===== config.mk =====
export PLATFORM = sky130hd
export DESIGN_NAME = connect_n_engine
export DESIGN_NICKNAME = d
export VERILOG_FILES = /design/src/rtl/connect_pkg.sv /design/src/rtl/button_edge.sv /design/src/rtl/connect_n_engine.sv
export SDC_FILE = /design/constraint.sdc
export NUM_CORES = 1
export LEC_CHECK = 0
export CAP_MARGIN = 20
export CORE_ASPECT_RATIO = 0.9
export CORE_UTILIZATION = 40
export CTS_BUF_LIST = sky130_fd_sc_hd__clkbuf_4 sky130_fd_sc_hd__clkbuf_8
export DETAILED_ROUTE_END_ITERATION = 10
export PLACE_DENSITY_LB_ADDON = 0.2
export SLEW_MARGIN = 20
export SYNTH_ARGS = -nofsm -noshare
export SYNTH_HDL_FRONTEND = slang
export SYNTH_HIERARCHICAL = 1
export SYNTH_SLANG_ARGS = --single-unit

===== constraint.sdc =====
create_clock -name clk -period 7 [get_ports clk]
set_clock_uncertainty 0.05 [all_clocks]
set_input_delay 1.4 -clock clk [delete_from_list [all_inputs] [get_ports clk]]
set_output_delay 1.4 -clock clk [all_outputs]
set_load 0.005 [all_outputs]

===== src/rtl/connect_pkg.sv =====
// Shared encodings for the connect-N game core: cell values, FSM states and
// the per-direction step vectors used by the neighbour scan.
package connect_pkg;

  localparam logic [1:0] EMPTY = 2'b00;
  localparam logic [1:0] P1    = 2'b01;
  localparam logic [1:0] P2    = 2'b10;

  typedef enum logic [1:0] {IDLE, PLACE, CHECK, OVER} state_t;

  // Scan order: horizontal, vertical, diagonal up-right, diagonal down-right.
  typedef enum logic [1:0] {DIR_H, DIR_V, DIR_UR, DIR_DR} dir_t;

  localparam int STEP_DC [4] = '{1, 0, 1,  1};
  localparam int STEP_DR [4] = '{0, 1, 1, -1};

endpackage


===== src/rtl/button_edge.sv =====
// Rising-edge detector for an already-debounced level; the pulse is registered
// so it appears one cycle after the level rises.
module button_edge (
  input  logic clk,
  input  logic rst,
  input  logic level,
  output logic pulse
);

  logic prev;

  always_ff @(posedge clk) begin
    if (rst) begin
      prev  <= 1'b0;
      pulse <= 1'b0;
    end else begin
      prev  <= level;
      pulse <= level & ~prev;
    end
  end

endmodule


===== src/rtl/connect_n_engine.sv =====
// Connect-N game state: board, gravity drop, turn order and a sequential
// neighbour scan for WIN_LEN-in-a-row wins and draws.
module connect_n_engine
  import connect_pkg::*;
#(
  parameter  int COLS    = 7,
  parameter  int ROWS    = 6,
  parameter  int WIN_LEN = 4,
  localparam int CW      = $clog2(COLS),
  localparam int RW      = $clog2(ROWS)
) (
  input  logic          clk,
  input  logic          rst,
  input  logic          btn_left,
  input  logic          btn_right,
  input  logic          btn_drop,
  input  logic [CW-1:0] rd_col,
  input  logic [RW-1:0] rd_row,
  output logic [1:0]    rd_cell,
  output logic [CW-1:0] cursor_col,
  output logic          player,
  output logic          busy,
  output logic          game_over,
  output logic [1:0]    winner
);

  localparam int CELLS = COLS * ROWS;
  localparam int IW    = $clog2(CELLS);
  localparam int HW    = $clog2(ROWS + 1);
  localparam int NW    = $clog2(CELLS + 1);
  localparam int LW    = $clog2(WIN_LEN + 1);

  logic left_p, right_p, drop_p;

  button_edge u_left  (.clk(clk), .rst(rst), .level(btn_left),  .pulse(left_p));
  button_edge u_right (.clk(clk), .rst(rst), .level(btn_right), .pulse(right_p));
  button_edge u_drop  (.clk(clk), .rst(rst), .level(btn_drop),  .pulse(drop_p));

  state_t          state_q, state_d;
  logic [1:0]      board [CELLS];
  logic [HW-1:0]   heights [COLS];
  logic [NW-1:0]   count_q;
  logic [CW-1:0]   cursor_q, tgt_col_q, pos_c_q;
  logic [RW-1:0]   tgt_row_q, pos_r_q;
  logic            player_q, side_q;
  logic [1:0]      winner_q, mover;
  dir_t            dir_q;
  logic [LW-1:0]   side_cnt_q, run_q;

  logic            start_drop, clear_game, move_left, move_right;
  logic            finish_win, finish_turn, hit, side_end, win_now, nb_inb, col_full;
  int              step_c, step_r, nb_c, nb_r;
  logic [IW-1:0]   nb_idx, place_idx, rd_idx;

  assign mover     = player_q ? P2 : P1;
  assign col_full  = (heights[cursor_q] == HW'(ROWS));
  assign place_idx = IW'(int'(tgt_row_q) * COLS + int'(tgt_col_q));
  assign rd_idx    = IW'(int'(rd_row) * COLS + int'(rd_col));
  assign rd_cell   = (int'(rd_col) < COLS && int'(rd_row) < ROWS) ? board[rd_idx] : EMPTY;

  // Neighbour under evaluation: one step from the current walk position.
  always_comb begin
    // NOTE: every signal driven here gets a default first, so no path leaves it unassigned and no latch is inferred.
    step_c = STEP_DC[dir_q];
    step_r = STEP_DR[dir_q];
    if (side_q) begin
      step_c = -step_c;
      step_r = -step_r;
    end
    nb_c     = int'(pos_c_q) + step_c;
    nb_r     = int'(pos_r_q) + step_r;
    nb_inb   = (nb_c >= 0) && (nb_c < COLS) && (nb_r >= 0) && (nb_r < ROWS);
    nb_idx   = nb_inb ? IW'(nb_r * COLS + nb_c) : '0;
    hit      = nb_inb && (board[nb_idx] == mover);
    win_now  = hit && (int'(run_q) + 1 >= WIN_LEN);
    side_end = !hit || (int'(side_cnt_q) + 1 >= WIN_LEN - 1);
  end

  always_comb begin
    state_d     = state_q;
    start_drop  = 1'b0;
    clear_game  = 1'b0;
    move_left   = 1'b0;
    move_right  = 1'b0;
    finish_win  = 1'b0;
    finish_turn = 1'b0;
    unique case (state_q)
      IDLE: begin
        if (drop_p) begin
          if (!col_full) begin
            state_d    = PLACE;
            start_drop = 1'b1;
          end
        end else if (left_p && !right_p) begin
          move_left = 1'b1;
        end else if (right_p && !left_p) begin
          move_right = 1'b1;
        end
      end
      PLACE: state_d = CHECK;
      CHECK: begin
        if (win_now) begin
          state_d    = OVER;
          finish_win = 1'b1;
        end else if (side_end && side_q && dir_q == DIR_DR) begin
          if (count_q == NW'(CELLS)) begin
            state_d = OVER;
          end else begin
            state_d     = IDLE;
            finish_turn = 1'b1;
          end
        end
      end
      OVER: begin
        if (drop_p) begin
          state_d    = IDLE;
          clear_game = 1'b1;
        end
      end
      default: state_d = IDLE;
    endcase
  end

  always_ff @(posedge clk) begin
    if (rst) state_q <= IDLE;
    else     state_q <= state_d;
  end

  always_ff @(posedge clk) begin
    if (rst || clear_game) begin
      // NOTE: the board is a register file, not a RAM: it must empty in a single cycle and feeds rd_cell combinationally, so every cell is reset.
      for (int i = 0; i < CELLS; i++) board[i] <= EMPTY;
      for (int c = 0; c < COLS; c++) heights[c] <= '0;
      count_q  <= '0;
      cursor_q <= '0;
      player_q <= 1'b0;
      winner_q <= EMPTY;
    end
    if (rst) begin
      tgt_col_q  <= '0;
      tgt_row_q  <= '0;
      pos_c_q    <= '0;
      pos_r_q    <= '0;
      dir_q      <= DIR_H;
      side_q     <= 1'b0;
      side_cnt_q <= '0;
      run_q      <= '0;
    end else begin
      // NOTE: state registers use non-blocking <= so every flop samples pre-edge values regardless of statement order.
      if (move_left)  cursor_q <= (cursor_q == '0) ? CW'(COLS - 1) : cursor_q - CW'(1);
      if (move_right) cursor_q <= (cursor_q == CW'(COLS - 1)) ? '0 : cursor_q + CW'(1);
      if (start_drop) begin
        tgt_col_q <= cursor_q;
        tgt_row_q <= RW'(heights[cursor_q]);
      end
      if (state_q == PLACE) begin
        board[place_idx]   <= mover;
        heights[tgt_col_q] <= heights[tgt_col_q] + HW'(1);
        count_q            <= count_q + NW'(1);
        dir_q              <= DIR_H;
        side_q             <= 1'b0;
        side_cnt_q         <= '0;
        run_q              <= LW'(1);
        pos_c_q            <= tgt_col_q;
        pos_r_q            <= tgt_row_q;
      end
      // Walk one neighbour per cycle; a side restarts from the placed piece.
      if (state_q == CHECK) begin
        if (!side_end) begin
          pos_c_q    <= CW'(nb_c);
          pos_r_q    <= RW'(nb_r);
          side_cnt_q <= side_cnt_q + LW'(1);
          run_q      <= run_q + LW'(1);
        end else if (!side_q) begin
          side_q     <= 1'b1;
          side_cnt_q <= '0;
          pos_c_q    <= tgt_col_q;
          pos_r_q    <= tgt_row_q;
          if (hit) run_q <= run_q + LW'(1);
        end else begin
          side_q     <= 1'b0;
          dir_q      <= dir_t'(dir_q + 2'd1);
          side_cnt_q <= '0;
          run_q      <= LW'(1);
          pos_c_q    <= tgt_col_q;
          pos_r_q    <= tgt_row_q;
        end
      end
      if (finish_win)  winner_q <= mover;
      if (finish_turn) player_q <= ~player_q;
    end
  end

  assign cursor_col = cursor_q;
  assign player     = player_q;
  assign busy       = (state_q == PLACE) || (state_q == CHECK);
  assign game_over  = (state_q == OVER);
  assign winner     = winner_q;

endmodule


==> results.sh <==
export IMPL_status="completed"
export IMPL_critPathLaunchType="primary input"
export IMPL_r2r_slack_ns=0.51
export IMPL_final_common_cell="edfxtp_1"
export IMPL_yosysTopAreaCellShare=0.359
export IMPL_ys_flop_type="edfxtp_1"
export IMPL_grt_max_degree=73
export IMPL_post_drt_wl_per_cell_um=21.6
export IMPL_timing_critical_path_from="rd_row[0]"
export IMPL_synth_edf_count=149
export IMPL_grt_first_pass_wirelength_um=51500
export IMPL_slew_viol_final=0
export IMPL_die_x_um=188
export IMPL_detail_route_first_pass_iterations=8
export IMPL_worstMarginPinSlew_ns=1.02
export IMPL_die_area_um2=31800
export IMPL_drc=0
export IMPL_drtIter0Drc=875
export IMPL_grt_pass1_vias=8723
export IMPL_initial_utilization=0.412
export IMPL_post_dp_cell_area_um2=13100
export IMPL_ctsHtreeMaxLevel=4
export IMPL_synth_cells=1108
export IMPL_synth_seq_cells=196
export IMPL_yosys_area_top_type="edfxtp_1"
export IMPL_antenna_found_initial=0
export IMPL_postCtsHoldBufs=0
export IMPL_post_route_cell_area_um2=13500
export IMPL_place_hpwl_um=23200
export IMPL_vias=8861
export IMPL_ios=21
export IMPL_syn_num_nets=1196
export IMPL_maxCapViolCount=0
export IMPL_timing_final_crit_share=0.977
export IMPL_port_buffer_count=20
export IMPL_ir_worst_vdd_mv=0.668
export IMPL_final_layout_size_suffix_gt1_frac=0.165
export IMPL_avgSynthCellArea_um2=11.2
export IMPL_yosysWarnings=6
export IMPL_cp_endpoint="rd_cell[1]"
export IMPL_synthTopCellsByArea="edfxtp_1 (36%), mux4_2 (13%), dfxtp_1 (7.6%), ha_1 (6.2%), nor2_1 (3.9%)"
export IMPL_via_per_inst=5.86
export IMPL_fin_nets=1183
export IMPL_ys_types=87
export IMPL_r2r_start="dir_q[0]$_SDFF_PP0_"
export IMPL_numCtsBuffers=17
export IMPL_cp_end_kind="output pin"
export IMPL_whs_ns=0.365
export IMPL_setup_worst_path_class="primary input to output pin"
export IMPL_clkLatencyLatePin_ns=0.50
export IMPL_fin_setup_tns_ns=0
export IMPL_cp_required_ns=5.55
export IMPL_rows=60
export IMPL_powerDensity_nw_per_um2=500
export IMPL_rr_worst_depth=27
export IMPL_cts_tree="done"
export IMPL_relSlewSlack=0.313
export IMPL_core_area_um2=30300
export IMPL_grt_total_usage=0.212
export IMPL_clkTransAtPathRegs_ns=0.12
export IMPL_mostFrequentLayoutCells="edfxtp_1 (149), nor2_1 (129), mux4_2 (74), nand2_1 (69)"
export IMPL_synth_seq_area_share=0.435
export IMPL_die_h_um=169
export IMPL_syn_to_final_growth_pct=8.26
export IMPL_wirelength_um=32600
export IMPL_clk_path_buf_depth=2
export IMPL_cts_sinks=196
export IMPL_arrival_ns=5.39
export IMPL_ant_nets=0
export IMPL_setup_viol=0
export IMPL_leakage_nw=4.82
export IMPL_fmax_mhz=146
export IMPL_antenna_cells=0
export IMPL_netlist_area_um2=12500
export IMPL_path_max_fanout=6
export IMPL_clockRootBuffer="clkbuf_8"
export IMPL_gr_total_overflow=0
export IMPL_finalCriticalPeriod_ns=6.84
export IMPL_utilization=0.446
export IMPL_hold_viol=0
export IMPL_async_reset_ff_frac=0
export IMPL_r2r_end="run_q[0]$_SDFF_PP0_"
export IMPL_rsz0062_at_grt="false"
export IMPL_gp_congestion=0.932
export IMPL_hold_path_class="register to register"
-- repair_timing --
action                     in CTS  in global routing
setup buffers                   0                  1
setup endpoints to repair       0                 18
gates resized for setup         0                  6
-- power by group --
part	internal (mW)	total (mW)	switching (mW)
sequential	1.32	1.40	0.0802
clock	0.271	0.756	0.485
combinational	1.81	4.58	2.77
total	3.40	6.73	3.34
-- state kept, by name, summed over array words and instances, names as in the netlist, 2 cells and up, named ones only --
signal      flops
tgt_row_q       3
tgt_col_q       3
state_q         2
pos_r_q         3
cursor_col      3
winner          2
dir_q           2
side_cnt_q      3
run_q           3
board         128
count_q         6
pos_c_q         3
heights        24
-- worst min-delay path by stage --
stage,depth (start not counted),slack (ns),end,from
3_5_place_dp,1,0.35,u_drop/pulse$_SDFF_PP0_,u_drop/prev$_SDFF_PP0_
6_report,1,0.37,u_drop/pulse$_SDFF_PP0_,u_drop/prev$_SDFF_PP0_
5_1_grt,1,0.38,u_drop/pulse$_SDFF_PP0_,u_drop/prev$_SDFF_PP0_
4_1_cts,1,0.37,u_drop/pulse$_SDFF_PP0_,u_drop/prev$_SDFF_PP0_
3_3_place_gp,1,0.35,u_right/pulse$_SDFF_PP0_,u_right/prev$_SDFF_PP0_
2_1_floorplan,1,0.34,u_drop/pulse$_SDFF_PP0_,u_drop/prev$_SDFF_PP0_
-- critical path, stage by stage --
cell and delay, ns:
clkdlybuf4s50_1 0.45, fa_1 0.55, inv_1 0.05, fa_1 0.50, fa_1 0.47, xor2_1 0.17, buf_4 0.19, mux4_2 0.52
mux4_2 0.49, and2_1 0.17, clkdlybuf4s50_1 0.44
-- synthesized netlist by cell type (15+ instances only) --
library cell,instances
edfxtp_1,149
nor2_1,129
mux4_2,74
nand2_1,69
ha_1,62
inv_1,61
clkbuf_1,60
o21ai_0,53
nor3_1,48
dfxtp_1,47
a21oi_1,41
nand3_1,37
mux2i_1,28
fa_1,15
-- per-stage QoR --
stage	total power [mW]	instances	worst slack (ns)
2_1_floorplan	4.66	1108	0.709
3_3_place_gp	5.92	1478	0.154
3_5_place_dp	5.91	1478	0.147
4_1_cts	6.68	1510	0.130
5_1_grt	7.11	1511	0.00714
6_report	6.73	1511	0.158
-- layer usage --
| layer | vias to the layer above | wire length (um) | GRT usage |
|---|---|---|---|
| met5 | - | 0 | 0 |
| met4 | 0 | 600 | 0.0590 |
| met3 | 43 | 1820 | 0.0285 |
| met2 | 264 | 14800 | 0.329 |
| met1 | 4437 | 15400 | 0.311 |
| li1 | 4117 | - | - |
-- cell families (layout without fill, tap and decap cells) --
| group | Yosys count | in the layout | share of synthesized area |
|---|---|---|---|
| adders and majority gates | 77 | 77 | 0.0864 |
| buffers and inverters | 139 | 139 | 0.0443 |
| DFF | 196 | 196 | 0.435 |
| muxes | 116 | 116 | 0.170 |
| AOI/OAI and AO/OA | 183 | 183 | 0.0993 |
| and+or+nand+nor | 374 | 374 | 0.148 |
| xor gates and xnor gates | 23 | 23 | 0.0173 |
-- final cells by class --
type	count	area [um^2]
flip-flops and latches	196	5420
inverters	62	233
clock buffers	17	234
well taps	403	504
repair buffers	45	408
multi-input cells	773	6530
fillers	2824	16800
clock inverters	15	161
Note: power is estimated with default switching activity, not from simulation.
